**config.mk**
```make
export PLATFORM = sky130hd
export DESIGN_NAME = fu_writeback_arbiter
export DESIGN_NICKNAME = d
export VERILOG_FILES = /design/src/rtl/fu_writeback_arbiter.sv
export SDC_FILE = /design/constraint.sdc
export NUM_CORES = 1
export LEC_CHECK = 0
export CELL_PAD_IN_SITES_DETAIL_PLACEMENT = 1
export CELL_PAD_IN_SITES_GLOBAL_PLACEMENT = 1
export CORE_MARGIN = 10
export CORE_UTILIZATION = 39
export DETAILED_ROUTE_END_ITERATION = 10
export GPL_TIMING_DRIVEN = 0
export MAX_ROUTING_LAYER = met4
export PLACE_DENSITY = 0.76
export SYNTH_ARGS = -nofsm -noshare
export SYNTH_HDL_FRONTEND = slang
export SYNTH_SLANG_ARGS = --single-unit
```
**constraint.sdc**
```tcl
create_clock -name clock -period 4.9 [get_ports clock]
set_clock_uncertainty 0.1 [all_clocks]
set_input_delay 0.735 -clock clock [delete_from_list [all_inputs] [get_ports clock]]
set_output_delay 0.735 -clock clock [all_outputs]
set_load 0.01 [all_outputs]
```
**src/rtl/fu_writeback_arbiter.sv**
```systemverilog
// Writeback arbiter: per-source result FIFOs drained round-robin onto a single
// register-file writeback / wakeup port, with grant hold under backpressure.
module fu_writeback_arbiter #(
  parameter int NUM_SRC = 4,
  parameter int DEPTH   = 2,
  parameter int TAG_W   = 6,
  parameter int DATA_W  = 32
) (
  input  logic                        clock,
  input  logic                        reset,
  input  logic                        flush,
  input  logic [NUM_SRC-1:0]          src_valid,
  input  logic [NUM_SRC*TAG_W-1:0]    src_tag,
  input  logic [NUM_SRC*DATA_W-1:0]   src_data,
  output logic [NUM_SRC-1:0]          src_full,
  output logic                        wb_valid,
  input  logic                        wb_ready,
  output logic [TAG_W-1:0]            wb_tag,
  output logic [DATA_W-1:0]           wb_data,
  output logic [$clog2(NUM_SRC)-1:0]  wb_src,
  output logic                        overflow
);

  localparam int PTR_W = $clog2(DEPTH);
  localparam int CNT_W = PTR_W + 1;
  localparam int SRC_W = $clog2(NUM_SRC);
  localparam int ENT_W = TAG_W + DATA_W;
  localparam int unsigned NS = NUM_SRC;

  logic [ENT_W-1:0] mem [NUM_SRC][DEPTH];
  logic [PTR_W-1:0] rd_ptr [NUM_SRC];
  logic [PTR_W-1:0] wr_ptr [NUM_SRC];
  logic [CNT_W-1:0] count  [NUM_SRC];

  logic [SRC_W-1:0] rr_ptr, lock_idx, scan_idx, grant;
  logic             lock, scan_found, hs;
  logic [NUM_SRC-1:0] nonempty, push, pop, drop, accept;
  logic [ENT_W-1:0] head;

  always_comb begin
    for (int unsigned i = 0; i < NS; i++) begin
      nonempty[i] = (count[i] != '0);
      src_full[i] = (count[i] >= CNT_W'(DEPTH - 1));
    end
  end

  // First non-empty FIFO starting from rr_ptr, wrapping modulo NUM_SRC.
  always_comb begin
    int unsigned c;
    c          = 0;
    scan_idx   = '0;
    scan_found = 1'b0;
    for (int unsigned k = 0; k < NS; k++) begin
      c = (32'(rr_ptr) + k) % NS;
      if (!scan_found && nonempty[c]) begin
        scan_found = 1'b1;
        scan_idx   = SRC_W'(c);
      end
    end
  end

  always_comb begin
    grant    = lock ? lock_idx : scan_idx;
    wb_valid = |nonempty;
    head     = mem[grant][rd_ptr[grant]];
    wb_tag   = wb_valid ? head[ENT_W-1:DATA_W] : '0;
    wb_data  = wb_valid ? head[DATA_W-1:0] : '0;
    wb_src   = wb_valid ? grant : '0;
    hs       = wb_valid & wb_ready;
  end

  // A full FIFO still accepts a push when it is popped in the same cycle.
  always_comb begin
    for (int unsigned i = 0; i < NS; i++) begin
      push[i]   = src_valid[i] & ~flush;
      pop[i]    = hs & ~flush & (grant == SRC_W'(i));
      drop[i]   = push[i] & (count[i] == CNT_W'(DEPTH)) & ~pop[i];
      accept[i] = push[i] & ~drop[i];
    end
  end

  always_ff @(posedge clock) begin
    for (int unsigned i = 0; i < NS; i++) begin
      if (accept[i]) mem[i][wr_ptr[i]] <= {src_tag[i*TAG_W +: TAG_W], src_data[i*DATA_W +: DATA_W]};
    end
  end

  always_ff @(posedge clock or negedge reset) begin
    if (!reset) begin
      for (int unsigned i = 0; i < NS; i++) begin
        rd_ptr[i] <= '0;
        wr_ptr[i] <= '0;
        count[i]  <= '0;
      end
      rr_ptr   <= '0;
      lock     <= 1'b0;
      lock_idx <= '0;
      overflow <= 1'b0;
    end else if (flush) begin
      for (int unsigned i = 0; i < NS; i++) begin
        rd_ptr[i] <= '0;
        wr_ptr[i] <= '0;
        count[i]  <= '0;
      end
      lock <= 1'b0;
    end else begin
      for (int unsigned i = 0; i < NS; i++) begin
        if (accept[i]) wr_ptr[i] <= wr_ptr[i] + 1'b1;
        if (pop[i])    rd_ptr[i] <= rd_ptr[i] + 1'b1;
        count[i] <= count[i] + CNT_W'(accept[i]) - CNT_W'(pop[i]);
      end
      if (|drop) overflow <= 1'b1;
      if (hs) begin
        rr_ptr <= (grant == SRC_W'(NUM_SRC - 1)) ? '0 : grant + 1'b1;
        lock   <= 1'b0;
      end else if (wb_valid) begin
        lock     <= 1'b1;
        lock_idx <= grant;
      end
    end
  end

endmodule
```
==> results of run 1 <==
==> cells in the final DEF, fill, tap and decap left out, types with 9 or more instances in the layout <==
| cell type | instances |
|---|---|
| edfxtp_1 | 304 |
| buf_2 | 9 |
| clkbuf_16 | 37 |
| a21oi_1 | 197 |
| a22oi_1 | 38 |
| clkdlybuf4s50_1 | 205 |
| dfrtp_1 | 22 |
| xnor2_1 | 9 |
| a221o_1 | 38 |
| inv_1 | 11 |
| clkbuf_1 | 23 |
| nor2_1 | 18 |
| clkbuf_2 | 36 |
| nand2_1 | 197 |
==> synthesized netlist by cell type, types with 4 or more instances <==
| master | number | area, µm² |
|---|---|---|
| edfxtp_1 | 304 | 9130 |
| buf_1 | 9 | 33.8 |
| nand2_1 | 197 | 739 |
| o21ai_0 | 5 | 25.0 |
| clkbuf_1 | 48 | 180 |
| a21oi_1 | 197 | 986 |
| dfrtp_1 | 22 | 551 |
| buf_2 | 5 | 25.0 |
| xor2_1 | 4 | 35.0 |
| nor2_1 | 26 | 97.6 |
| nor3_1 | 4 | 20.0 |
| a221o_1 | 38 | 380 |
| ha_1 | 8 | 100 |
| xnor2_1 | 9 | 78.8 |
| nor2b_1 | 4 | 25.0 |
| a22oi_1 | 38 | 285 |
| inv_1 | 11 | 41.3 |
==> worst max-delay path: stages, from the launching register on <==
cell and delay (ps):
dfrtp_1 420, nor2_2 170, inv_2 80, o311a_1 350, o31a_1 290, buf_6 160, inv_4 120, a21oi_1 60
a22o_2 310, buf_6 190, buf_6 160, a221o_1 270, a21oi_1 240, clkdlybuf4s50_1 610
==> through the flow <==
stage	power, mW	instances	instance area [µm²]	setup WS, ps	util
3_3_place_gp	11.1	1618	15700	-2290	0.478
5_1_grt	14.7	1693	17100	-0.758	0.522
3_5_place_dp	11.3	1627	15900	213	0.486
6_report	13.9	1693	17100	130	0.522
2_1_floorplan	7.49	971	13100	378	-
4_1_cts	14.0	1691	17100	8.47	0.520
==> per-layer routing <==
metal,vias up,part of all wire,global-route usage,routed length (µm)
met2,430,0.50,0.374,22900
met5,-,0,-,0
met1,4889,0.42,0.277,19200
met3,72,0.062,0.0330,2850
met4,0,0.024,0.0685,1120
li1,4142,-,-,-
==> repair_timing <==
item,4_1_cts,5_1_grt
endpoints found under the setup margin,38,38
gates resized for setup,25,51
cloned,0,0
==> how the worst min path moves through the flow <==
stage                                  endpoint  slack [ps]
after floorplan              count[0]$_DFF_PN0_         340
after global placement    rd_ptr[2]$_DFFE_PN0P_         370
after detailed placement  rd_ptr[2]$_DFFE_PN0P_         390
after CTS                 rd_ptr[2]$_DFFE_PN0P_         400
after global routing      rd_ptr[2]$_DFFE_PN0P_         430
final                     rd_ptr[2]$_DFFE_PN0P_         400
==> where the power goes <==
part           switching, mW  internal [mW]
Sequential             0.128           3.35
Clock                   1.05           1.55
Combinational           4.93           2.94
==> state kept, by name, indices dropped and copies added (netlist names) <==
signal    flops
overflow      1
rd_ptr        4
rr_ptr        2
mem         304
wr_ptr        4
lock_idx      2
count         8
lock          1
==> layout make-up <==
cell class | instances | area (µm²) | area share
sequential | 326 | 9680 | 0.566
multi-input combinational | 565 | 3120 | 0.182
inverter | 15 | 58.8 | 0.00344
buffer | 65 | 345 | 0.0202
clock buffer | 50 | 975 | 0.0570
clock inverter | 14 | 138 | 0.00804
tap | 442 | 553 | 0.0323
antenna | 2 | 5.00 | 0.000293
timing repair buffer | 214 | 2240 | 0.131
==> logic make-up (layout without fill, tap and decap cells) <==
family	Yosys count	after routing	share of synthesized area
buf+inv	80	358	0.0254
compound gates	294	294	0.138
flops	326	326	0.741
mux	3	3	0.00239
fa+ha+maj	8	8	0.00766
simple gates	247	247	0.0765
xor+xnor	13	13	0.00871
other cells	0	2	0
==> summary.md, run 1 <==
| Metric | Value |
|---|---|
| Worst hold margin | 398 ps |
| Clock Root Buffer | clkbuf_16 |
| Initial Util | 0.399 |
| # Max-Cap Violations | 0 |
| FF-to-FF setup slack | 520 ps |
| Yosys Warn Count | 0 |
| DR pass1 iterations | 5 |
| Mapped cell area | 0.0131 mm² |
| Mapped Cells | 971 |
| # IOs | 206 |
| Critical Path AT | 3930 ps |
| Critical Path End Type | output port |
| PD cells | 815 mW/mm² |
| Mean Syn Cell Area | 13.5 µm² |
| Crit Path Max Fanout | 10 |
| Gr usage total | 0.224 |
| Antenna violations before repair | 2 |
| Tightest Pin Transition | 1070 ps |
| Slew margin rel. | 0.284 |
| Fraction of registers with async set/reset | 0.0675 |
| Setup-failing EPs final | 0 |
| Vias per cell | 5.63 |
| CP Class | register to output port |
| Worst Reg2Reg Path Length in Cells | 12 |
| Htree depth | 2 |
| CTS tree | yes |
| Min-Delay Path Class | register to register |
| Crit path time final | 4770 ps |
| Num Clock Sinks | 326 |
| Via count | 9533 |
| Cell leakage power | 5.96 nW |
| CTS clk-pin slew, worst paths | 60 ps |
| Initial DRC count | 894 |
| Status | complete, no violations |
| Achievable Freq | 210 MHz |
| Detail Route Antenna Nets | 0 |
| VDD IR max | 0.000358 V |
| Critical path startpoint | count[5]$_DFF_PN0_ |
| Hold path start | rd_ptr[2]$_DFFE_PN0P_ |
| Seq/Total Area, Yosys | 0.741 |
| #FFs+latches synth | 326 |
| Area Growth Syn to Fin | 31.0% |
| Core region area | 0.0328 mm² |
| Die Ht | 203 µm |
| Wire length of the first global-routing pass | 67.2 mm |
| Type of origin of the critical path | register |
| Number of global-route vias before repair | 10500 |
| CTS Buf Count | 37 |
| Die Wd | 203 µm |
| CTS Hold Buffers Added | 0 |
| Yosys cell types | 42 |
| # DRC | 0 |
| Setup TNS | 0 ps |
| DRT Wirelength | 46.1 mm |
| Post-synth EDFFs | 304 |
| Worst path required time | 4070 ps |
| Worst setup endpoint | wb_data[20] |
| Port buffer count | 205 |
| RR Endpoint | mem[3][45]$_DFFE_PP_ |
| Cell Rows | 66 |
| WHS Path Cells | 1 |
| Worst skew pair latency | 500 ps |
| Global route overflow | 0 |
| Nets | 1392 |
| HPWL Detailed | 31.2 mm |
| Period Utilization, post-route | 0.973 |
| CTS max path bufs | 3 |
| # Post-CTS Setup Buffers | 0 |
| DIE AREA | 0.0412 mm² |
| Layout cells sized above 1 | 0.100 |
| Hold Vio Cnt, Final | 0 |
| Mapped Nets | 1139 |
| Fill count | 3318 |
| DR WL/cell | 27.2 µm |
| RD Place Congestion | 0.824 |
| RR Startpoint | count[7]$_DFF_PN0_ |
| Ys flop type | edfxtp_1 |
| Max-slew violations | 0 |
| Largest net degree at the start of global routing | 24 |
No activity file was read; power rests on OpenSTA's default activity.
==> run 2, diff against run 1 <==
- CELL_PAD_IN_SITES_DETAIL_PLACEMENT: 1 -> unset
- CELL_PAD_IN_SITES_GLOBAL_PLACEMENT: 1 -> unset
- CORE_UTILIZATION: 39 -> 48
==> run 2 against run 1 <==
Against the previous run:
- combinational power fell by 3.3%
- clock power rose by 2%
- core utilization rose by 11 points
- first-iteration DRC count rose by 34%
- power fell by 1.7%
- worst setup slack improved by 32 ps
- worst hold slack got worse by 3.0 ps
- design area fell by 0.86%
- fmax rose by 0.67%
- critical path type unchanged
- highest routed layer unchanged
==> summary.md, run 2 (synthesis results as in run 1) <==
| Metric | Value |
|---|---|
| Layout cells sized above 1 | 0.0979 (-0.00217) |
| Number of global-route vias before repair | 10100 (-4.3%) |
| Vias per cell | 6.05 (+7.4%) |
| Worst skew pair latency | 500 ps (about the same) |
| PD cells | 808 mW/mm² (-0.88%) |
| Hold path start | rd_ptr[2]$_DFFE_PN0P_ |
| Nets | 1389 (-0.22%) |
| CTS clk-pin slew, worst paths | 60 ps (about the same) |
| Area Growth Syn to Fin | 29.8% |
| Wire length of the first global-routing pass | 59.5 mm (-12%) |
| Period Utilization, post-route | 0.967 (-0.00645) |
| Worst slack at placement | 298 ps (+84.1 ps) |
| Crit path time final | 4740 ps (-31.6 ps) |
| Type of origin of the critical path | register |
| CP Class | register to output port |
| Final Power | 13.7 mW (-1.7%) |
| Hold Vio Cnt, Final | 0 (unchanged) |
| Initial DRC count | 1199 (+34%) |
| Worst-path cell chain | nor2_2, inv_2, o311a_1, o31a_1, buf_6, inv_4, clkbuf_1, a21oi_1, a22oi_1, nand2_1, a21oi_1, clkdlybuf4s50_1 |
| Die Ht | 185 µm (-8.9%) |
| Htree depth | 2 (unchanged) |
| Num Clock Sinks | 326 (unchanged) |
| Max-slew violations | 0 (unchanged) |
| Gr usage total | 0.238 (+0.0138) |
| CTS max path bufs | 3 (unchanged) |
| DIE AREA | 0.0342 mm² (-17%) |
| Clock Root Buffer | clkbuf_16 |
| Fin worst setup slack | 162 ps (+31.6 ps) |
| Worst Reg2Reg Path Length in Cells | 13 (+1) |
| Critical Path AT | 3900 ps (-30 ps) |
| Global route overflow | 0 (unchanged) |
| RR Endpoint | mem[3][15]$_DFFE_PP_ |
| RD Place Congestion | 0.868 (+5.3%) |
| Most used cell, CP | a21oi_1 |
| CTS tree | yes |
| Largest net degree at the start of global routing | 26 (+8.3%) |
| Tightest Pin Transition | 1040 ps (-21.1 ps) |
| Most common cell after layout, fill and taps aside | edfxtp_1 |
| Min-Delay Path Class | register to register |
| # Max-Cap Violations | 0 (unchanged) |
| DR WL/cell | 25.5 µm (-6.4%) |
| Critical Path Slowest Stage Cell | clkdlybuf4s50_1 |
| WHS Path Cells | 1 (unchanged) |
| Die Wd | 185 µm (-8.9%) |
| Achievable Freq | 211 MHz (+0.67%) |
| # Post-CTS Setup Buffers | 0 (unchanged) |
| Critical Path End Type | output port |
| Commonest cells after routing, fill and taps aside | edfxtp_1 (304), clkdlybuf4s50_1 (205), a21oi_1 (197), nand2_1 (197) |
| Initial Util | 0.486 (+0.0876) |
| Via count | 9613 (+0.84%) |
| DRT Wirelength | 40.5 mm (-12%) |
| Status | complete, no violations |
| FF-to-FF setup slack | 360 ps (-160 ps) |
| VDD IR max | 0.000508 V (+42%) |
| Cell leakage power | 5.94 nW (-0.30%) |
| Detail Route Antenna Nets | 0 (unchanged) |
| Max FFs per register | 304 (unchanged) |
| WHS Endpoint | rd_ptr[2]$_DFFE_PN0P_ |
| Port buffer count | 205 (unchanged) |
| Max incr delay on CP | 610 ps (about the same) |
| Core region area | 0.0269 mm² (-18%) |
| # IOs | 206 (unchanged) |
| # DRC | 0 (unchanged) |
| RR Startpoint | count[5]$_DFF_PN0_ |
| DR pass1 iterations | 5 (unchanged) |
| HPWL Detailed | 27.2 mm (-13%) |
| Crit Path Max Fanout | 10 (unchanged) |
| CTS Buf Count | 35 (-5.4%) |
| Slew margin rel. | 0.301 (+0.0178) |
| Antenna violations before repair | 2 (unchanged) |
| Worst path required time | 4070 ps (about the same) |
| Setup-failing EPs final | 0 (unchanged) |
| Cell Rows | 60 (-9.1%) |
| Unrepaired setup endpoints after global routing | false |
run 2: changes by cell type in the layout (fill, tap and decap cells not counted), moves of 2 or more:
cell	previous run	this run
clkbuf_1	23	21
clkinvlp_4	0	2
clkbuf_2	36	38
clkbuf_4	6	0
run 2: layout make-up:
cell class / instances / area, µm²
inverters: 15 / 58.8
clock buffers: 43 / 948
diodes: 3 / 7.51
clock inverters: 19 / 191
fillers: 1974 / 9910
repair buffers: 213 / 2210
flip-flops and latches: 326 / 9680
well taps: 341 / 427
plain buffers: 65 / 324
multi-input cells: 565 / 3110
run 2: worst max-delay path by stage:
stage,from,slack [ps],depth (start not counted),endpoint
after global routing,count[5]$_DFF_PN0_,10,12,wb_data[11]
final,count[5]$_DFF_PN0_,160,12,wb_data[31]
after detailed placement,count[7]$_DFF_PN0_,300,12,mem[3][15]$_DFFE_PP_
after global placement,count[7]$_DFF_PN0_,-2090,11,mem[3][53]$_DFFE_PP_
after floorplan,count[5]$_DFF_PN0_,380,12,mem[3][0]$_DFFE_PP_
after CTS,count[5]$_DFF_PN0_,10,12,wb_data[11]
run 2: metrics by stage:
step           cell area (µm²)  utilization  hold slack, ps  instances  setup TNS [ps]
2_1_floorplan            13100            -             339        971               0
6_report                 17000        0.631             395       1590               0
5_1_grt                  17000        0.631             431       1589               0
3_3_place_gp             15500        0.578             373       1517         -455560
4_1_cts                  16900        0.630             387       1587               0
3_5_place_dp             15800        0.587             381       1525               0
run 2: where the power goes:
group	total [mW]	leakage (nW)	switching, mW	internal (mW)
Sequential	3.47	3.07	0.119	3.35
Clock	2.63	0.554	1.04	1.58
Combinational	7.61	2.32	4.72	2.89
Total	13.7	5.94	5.88	7.83
run 2: repair_timing:
item | in CTS | in global routing
hold buffers | 0 | 0
endpoints found under the setup margin | 25 | 37
resized for setup | 15 | 47
run 2: layer usage:
layer | track usage | share of wire
met1 | 0.301 | 0.38
met2 | 0.383 | 0.49
met3 | 0.0464 | 0.10
met4 | 0.0686 | 0.026
met5 | - | 0
run 2: critical path, delay by kind of cell (launching register included):
family          cells  cell delay (ps)
buf+inv             5             1500
compound gates      5             1270
flops               1              400
simple gates        2              220
